`src/rtl/seg_pkg.sv`:
```
// Shared constants for the seven-segment scan driver: digit count, field widths,
// segment bit positions and the hex-to-segment table.
package seg_pkg;

    localparam int unsigned DIGITS = 4;
    localparam int unsigned IDX_W  = 2;
    localparam int unsigned NIB_W  = 4;
    localparam int unsigned SEG_W  = 7;
    localparam int unsigned DISP_W = 8;
    localparam int unsigned VAL_W  = 16;

    localparam int unsigned SEG_A  = 0;
    localparam int unsigned SEG_B  = 1;
    localparam int unsigned SEG_C  = 2;
    localparam int unsigned SEG_D  = 3;
    localparam int unsigned SEG_E  = 4;
    localparam int unsigned SEG_F  = 5;
    localparam int unsigned SEG_G  = 6;
    localparam int unsigned SEG_DP = 7;

    // Active-high segments, bit0 = a .. bit6 = g; entry n is the glyph for hex digit n.
    localparam logic [15:0][SEG_W-1:0] HEX7_TABLE = {
        7'h71, 7'h79, 7'h5E, 7'h39, 7'h7C, 7'h77, 7'h6F, 7'h7F,
        7'h07, 7'h7D, 7'h6D, 7'h66, 7'h4F, 7'h5B, 7'h06, 7'h3F
    };

    // One-hot digit enable for a digit index.
    function automatic logic [DIGITS-1:0] digit_onehot(input logic [IDX_W-1:0] idx);
        return DIGITS'(1) << idx;
    endfunction

endpackage

```
`src/rtl/seg_scan_driver_if.sv`:
```
// Display-value and pin bundle between the CPU top level (master) and the scan driver (slave).
interface seg_scan_driver_if;
    import seg_pkg::*;

    logic [VAL_W-1:0]  value_i;
    logic              value_valid_i;
    logic [DIGITS-1:0] dp_i;
    logic [DIGITS-1:0] bcd_choose;
    logic [DISP_W-1:0] bcd_display;
    logic              frame_done_o;

    modport master (
        output value_i, value_valid_i, dp_i,
        input  bcd_choose, bcd_display, frame_done_o
    );

    modport slave (
        input  value_i, value_valid_i, dp_i,
        output bcd_choose, bcd_display, frame_done_o
    );

endinterface

```
`src/rtl/seg_hex_decoder.sv`:
```
// Combinational hex nibble to seven-segment glyph lookup.
module seg_hex_decoder
    import seg_pkg::*;
(
    input  logic [NIB_W-1:0] nibble,
    output logic [SEG_W-1:0] segments_c
);

    // Table lookup; every nibble value has an entry.
    assign segments_c = HEX7_TABLE[nibble];

endmodule

```
`src/rtl/seg_scan_driver.sv`:
```
// Time-multiplexed 4-digit seven-segment driver with frame-boundary snapshot
// and per-slot blanking window.
// Optional build macro: SEG_LZB_EN enables leading-zero blanking of digits 3..1.
module seg_scan_driver
    import seg_pkg::*;
#(
    parameter int unsigned SCAN_DIV  = 100000,
    parameter int unsigned BLANK_CYC = 16
)(
    input  logic             sysclk,
    input  logic             reset,
    seg_scan_driver_if.slave bus
);

    localparam int unsigned CNT_W   = (SCAN_DIV > 2) ? $clog2(SCAN_DIV) : 1;
    localparam int unsigned CNT_MAX = SCAN_DIV - 1;

    logic [CNT_W-1:0]  cnt, cnt_nxt;
    logic [IDX_W-1:0]  idx, idx_nxt;
    logic [VAL_W-1:0]  snap, snap_nxt;
    logic [DIGITS-1:0] choose_q, choose_nxt;
    logic [DISP_W-1:0] disp_q, disp_nxt;
    logic              frame_done_q, frame_done_nxt;

    logic              slot_end;
    logic              boundary;
    logic [NIB_W-1:0]  nib_sel;
    logic [SEG_W-1:0]  seg_c;
    logic              digit_on;
    logic              in_blank;

    // Slot counter, digit index and snapshot advance.
    always_comb begin
        slot_end       = (cnt == CNT_W'(CNT_MAX));
        boundary       = slot_end && (idx == IDX_W'(DIGITS - 1));
        cnt_nxt        = slot_end ? '0 : cnt + CNT_W'(1);
        idx_nxt        = slot_end ? idx + IDX_W'(1) : idx;
        snap_nxt       = (boundary && bus.value_valid_i) ? bus.value_i : snap;
        frame_done_nxt = boundary;
    end

    // Nibble of the upcoming state's snapshot for the upcoming digit.
    assign nib_sel = NIB_W'(snap_nxt >> {idx_nxt, 2'b00});

    seg_hex_decoder u_hex (
        .nibble     (nib_sel),
        .segments_c (seg_c)
    );

`ifdef SEG_LZB_EN
    // Digit k is suppressed when it and every more-significant nibble are zero.
    always_comb begin
        digit_on = 1'b1;
        case (idx_nxt)
            2'd3:    digit_on = (snap_nxt[15:12] != '0);
            2'd2:    digit_on = (snap_nxt[15:8]  != '0);
            2'd1:    digit_on = (snap_nxt[15:4]  != '0);
            default: digit_on = 1'b1;
        endcase
    end
`else
    assign digit_on = 1'b1;
`endif

    // Pin values for the upcoming state; dark during the blanking window.
    always_comb begin
        in_blank   = (cnt_nxt < CNT_W'(BLANK_CYC));
        choose_nxt = '0;
        disp_nxt   = '0;
        if (!in_blank && digit_on) begin
            choose_nxt               = digit_onehot(idx_nxt);
            disp_nxt[SEG_G:SEG_A]    = seg_c;
            disp_nxt[SEG_DP]         = bus.dp_i[idx_nxt];
        end
    end

    // State and output registers.
    always_ff @(posedge sysclk or posedge reset) begin
        if (reset) begin
            cnt          <= '0;
            idx          <= '0;
            snap         <= '0;
            choose_q     <= '0;
            disp_q       <= '0;
            frame_done_q <= 1'b0;
        end else begin
            cnt          <= cnt_nxt;
            idx          <= idx_nxt;
            snap         <= snap_nxt;
            choose_q     <= choose_nxt;
            disp_q       <= disp_nxt;
            frame_done_q <= frame_done_nxt;
        end
    end

    assign bus.bcd_choose   = choose_q;
    assign bus.bcd_display  = disp_q;
    assign bus.frame_done_o = frame_done_q;

endmodule

```
`src/flat_wrapper.sv`:
```
// flat-port wrapper written by rule: the top's interface ports become plain ports
module seg_scan_driver_flat import seg_pkg::*;
#(
    parameter int unsigned SCAN_DIV  = 100000,
    parameter int unsigned BLANK_CYC = 16
)
  (sysclk, reset, bus_value_i, bus_value_valid_i, bus_dp_i, bus_bcd_choose, bus_bcd_display, bus_frame_done_o);
  seg_scan_driver_if bus_i ();
  input  logic sysclk;
  input  logic reset;
  input wire logic [$bits(bus_i.value_i)-1:0] bus_value_i;
  input wire logic [$bits(bus_i.value_valid_i)-1:0] bus_value_valid_i;
  input wire logic [$bits(bus_i.dp_i)-1:0] bus_dp_i;
  output wire logic [$bits(bus_i.bcd_choose)-1:0] bus_bcd_choose;
  output wire logic [$bits(bus_i.bcd_display)-1:0] bus_bcd_display;
  output wire logic [$bits(bus_i.frame_done_o)-1:0] bus_frame_done_o;
  assign bus_i.value_i = bus_value_i;
  assign bus_i.value_valid_i = bus_value_valid_i;
  assign bus_i.dp_i = bus_dp_i;
  assign bus_bcd_choose = bus_i.bcd_choose;
  assign bus_bcd_display = bus_i.bcd_display;
  assign bus_frame_done_o = bus_i.frame_done_o;
  seg_scan_driver #(.SCAN_DIV(SCAN_DIV), .BLANK_CYC(BLANK_CYC)) u_core (.sysclk(sysclk), .reset(reset), .bus(bus_i));
endmodule
```
`config.mk`:
```
export PLATFORM = sky130hd
export DESIGN_NAME = seg_scan_driver_flat
export DESIGN_NICKNAME = d
export VERILOG_FILES = /design/src/rtl/seg_pkg.sv /design/src/rtl/seg_scan_driver_if.sv /design/src/rtl/seg_hex_decoder.sv /design/src/rtl/seg_scan_driver.sv /design/src/flat_wrapper.sv
export SDC_FILE = /design/constraint.sdc
export NUM_CORES = 1
export LEC_CHECK = 0
export CORE_MARGIN = 4
export CORE_UTILIZATION = 55
export CTS_BUF_LIST = sky130_fd_sc_hd__clkbuf_16
export DETAILED_ROUTE_END_ITERATION = 6
export PLACE_DENSITY_LB_ADDON = 0.1
export SYNTH_ARGS = -nofsm -noshare
export SYNTH_HDL_FRONTEND = slang
export SYNTH_SLANG_ARGS = --single-unit
```
`constraint.sdc`:
```
create_clock -name sysclk -period 3.7 [get_ports sysclk]
set_input_delay 0.37 -clock sysclk [delete_from_list [all_inputs] [get_ports sysclk]]
set_output_delay 0.37 -clock sysclk [all_outputs]
set_load 0.01 [all_outputs]
```
==> impl_results.md <==
- Status: completed
- Leak: 1.433 nW
- DRC Markers: 0
- Root buffer cell: clkbuf_16
- RR Endpoint: u_core.bus.bcd_display[3]
- Post-route cell area: about 3200 um^2
- Ys Warns: 0
- R2r startpoint: u_core.cnt[0]
- CTS Buf Count: 5
- VDD IR max: roughly 0.17 mV
- GPL Wtd Cong: between 0.8 and 0.9
- Layout Skew: 0.003657 ns
- Final Hold Viols: 0
- TNS Setup: 0 ns
- Unrepaired setup endpoints after global routing: no
- Hold Crit Class: flip-flop to flip-flop
- Max Cap Viol: 0
- Slew Limit Headroom: 0.3513
- First-pass GRT wire length: 9.522 mm
- Setup Crit Path Kind: flip-flop to flip-flop
- FF-to-FF path depth: 12
- Cts hold-fix bufs: 0
- Min-delay src: u_core.cnt[0]
- Largest net degree at the start of global routing: between 40 and 50
- CTS max path bufs: 2
- Layout cells sized above 1: 0.1703
- CTS H-Tree Depth: 2
- Hold-critical path depth: 1
- I/O pin total: 36
- Ys async rst share: 1.000
- Filler Cells Inserted: around 360
- Synthesized area per cell: about 11 um^2
- Routed WL: ~5.4 mm
- Post-synthesis sequential area ratio: 0.4545
- Synth Instances: between 200 and 250
- Reg clk slew, reported paths: around 0.060 ns
- Minimum clock period: ~3.3 ns
- Chip Width: roughly 77 um
- Antenna cell count: 0
- Initial drt markers: roughly 140
- Gr usage total: 0.1985
- Slew at the pin closest to its max-slew limit: 0.9716 ns
- Post-Syn Area: 2643 um^2
- Pwr Total: approximately 0.98 mW
- Pwr Density: between 300 and 400 nW/um^2
- Final Setup Violations: 0
- Number of flops mapped to enable cells by yosys: 0
- TritonCTS clock tree: done
- WL/cell: between 15 and 20 um
- Startpoint Class: flip-flop
- Flop-to-flop setup slack: 0.38 ns
- Die ar.: roughly 6000 um^2
- Synthesis-to-finish area growth: 19.60%
- I/O Buffers: 35
- #FFs+latches synth: 48
- Fmax: between 0.3 and 0.4 GHz
- Worst endpoint data arrival time: ~3.5 ns
- Final Max Slew Viols: 0
- Post-layout util: 0.7017
- Detail Route Antenna Nets: 0
- DR vias: 1907
- Hold endpoint: u_core.cnt[0]
- Resize count post-CTS: 0
- Core area: approximately 4500 um^2
- Initial antenna violation count: 0
- CP max FO: 5
- CP endpoint kind: flip-flop
- Via density: between 5 and 6
- Syn Nets: 268
- DR pass1 iterations: 4
- Period utilization: 0.8960
- Initial core utilization: 0.5867
- Fin nets: a little over 300
- Vias in the first global route: 1928
- DP HPWL: around 3.8 mm
- Clock latency on the worst-skew pair: between 0.2 and 0.3 ns
- DP Area: roughly 3000 um^2
- Count of different cell masters after synthesis: 56
- Std cell rows: 24
- Clock sinks: 48
- Primary FF master, synth: dfrtp_1
- Die Ht: just under 80 um
- CP Data Required Time: between 3 and 4 ns
- GRT Residual Overflow: 0
- Post-CTS Setup Bufs: 0
-- area by class of cell --
type	instances	area [um^2]	area share
clock buffer	5	125.1	0.03959
inverter	8	30.03	0.009501
clock inverter	3	11.26	0.003563
timing repair buffer	43	410.4	0.1298
multi-input combinational	169	1318	0.4169
tap	52	65.06	0.02059
sequential	48	1201	0.3800
-- where the power goes --
group,total (mW),internal [mW],switching (mW),leakage (nW)
combinational,0.0382,0.0224,0.0158,0.741
clock,0.420,0.243,0.177,0.0738
sequential,0.525,0.525,0.000105,0.617
-- cell usage after synthesis, types with 3 or more instances --
library cell / instances / share of area
dfrtp_1: 48 / 0.45
nand2_1: 17 / 0.024
nor2_1: 17 / 0.024
mux2_2: 16 / 0.068
nor3_1: 12 / 0.023
mux2i_1: 10 / 0.038
xnor2_1: 10 / 0.033
nand3_1: 9 / 0.017
ha_1: 8 / 0.038
inv_1: 6 / 0.0085
o21ai_0: 6 / 0.011
and3_1: 5 / 0.012
buf_4: 4 / 0.011
xor2_1: 4 / 0.013
a21oi_1: 3 / 0.0057
a311oi_1: 3 / 0.0099
a31oi_1: 3 / 0.0071
clkbuf_1: 3 / 0.0043
nand2b_1: 3 / 0.0071
nor2b_1: 3 / 0.0071
o2111a_1: 3 / 0.013
-- flip-flops by register name, summed over array words and instances (netlist names) --
name	count
u_core.bus.frame_done_o	1
u_core.cnt	17
u_core.bus.bcd_choose	4
u_core.idx	2
u_core.bus.bcd_display	8
u_core.snap	16
-- per-layer routing --
layer  up-vias  wire length (um)  GRT usage
met2        43              2533     0.2927
met5         -                 0          0
li1        931                 -          -
met3         4               171    0.03279
met1       929              2698     0.2946
met4         0                38    0.07117
-- worst max-delay path by stage --
stage	depth (start not counted)	from	endpoint	slack, ns
3_5_place_dp	12	u_core.cnt[0]	u_core.bus.bcd_display[3]	0.42
2_1_floorplan	13	u_core.cnt[0]	u_core.bus.bcd_display[3]	0.54
6_report	12	u_core.cnt[0]	u_core.bus.bcd_display[3]	0.38
5_1_grt	13	u_core.cnt[0]	u_core.bus.bcd_display[3]	0.12
3_3_place_gp	13	u_core.cnt[0]	u_core.bus.bcd_display[3]	0.53
4_1_cts	12	u_core.cnt[0]	u_core.bus.bcd_display[3]	0.40
-- cell usage in the layout (no fill, tap or decap), types with 8 or more instances in the layout --
cell type / n
mux2i_1: 10
nand2_1: 17
mux2_2: 16
buf_4: 8
dfrtp_1: 48
nor3_1: 12
ha_1: 8
nand3_1: 9
xnor2_1: 10
nor2_1: 17
clkdlybuf4s50_1: 35
-- stage by stage --
| step | setup slack, ns | cells | hold slack (ns) |
|---|---|---|---|
| CTS | 0.3993 | 328 | 0.4900 |
| detailed placement | 0.4216 | 320 | 0.4819 |
| global route | 0.1235 | 328 | 0.5129 |
| floorplan | 0.5356 | 237 | 0.4513 |
| finish | 0.3848 | 328 | 0.4893 |
| global placement | 0.5295 | 320 | 0.4653 |
-- kinds of logic (layout without fill, tap and decap cells) --
kind of cell / after synthesis / count (layout) / synth area share
AO/OA/AOI/OAI: 30 / 30 / 0.09328
XOR/XNOR: 15 / 15 / 0.05682
flip-flops: 48 / 48 / 0.4545
adder cells (fa/ha/maj): 8 / 8 / 0.03788
buffers and inverters: 20 / 59 / 0.04688
multiplexers: 28 / 28 / 0.1203
AND/OR/NAND/NOR: 88 / 88 / 0.1903
-- critical path, cell delays in order (launching register included) --
cell,delay (ns)
dfrtp_1,0.39
ha_1,0.26
nor3b_1,0.22
and4_4,0.25
and4_1,0.34
mux2_2,0.38
o2111a_1,0.23
a31oi_1,0.20
inv_1,0.13
ha_1,0.21
o21ai_0,0.09
or3b_1,0.37
a21oi_1,0.16
(Power assumes the default switching activity.)
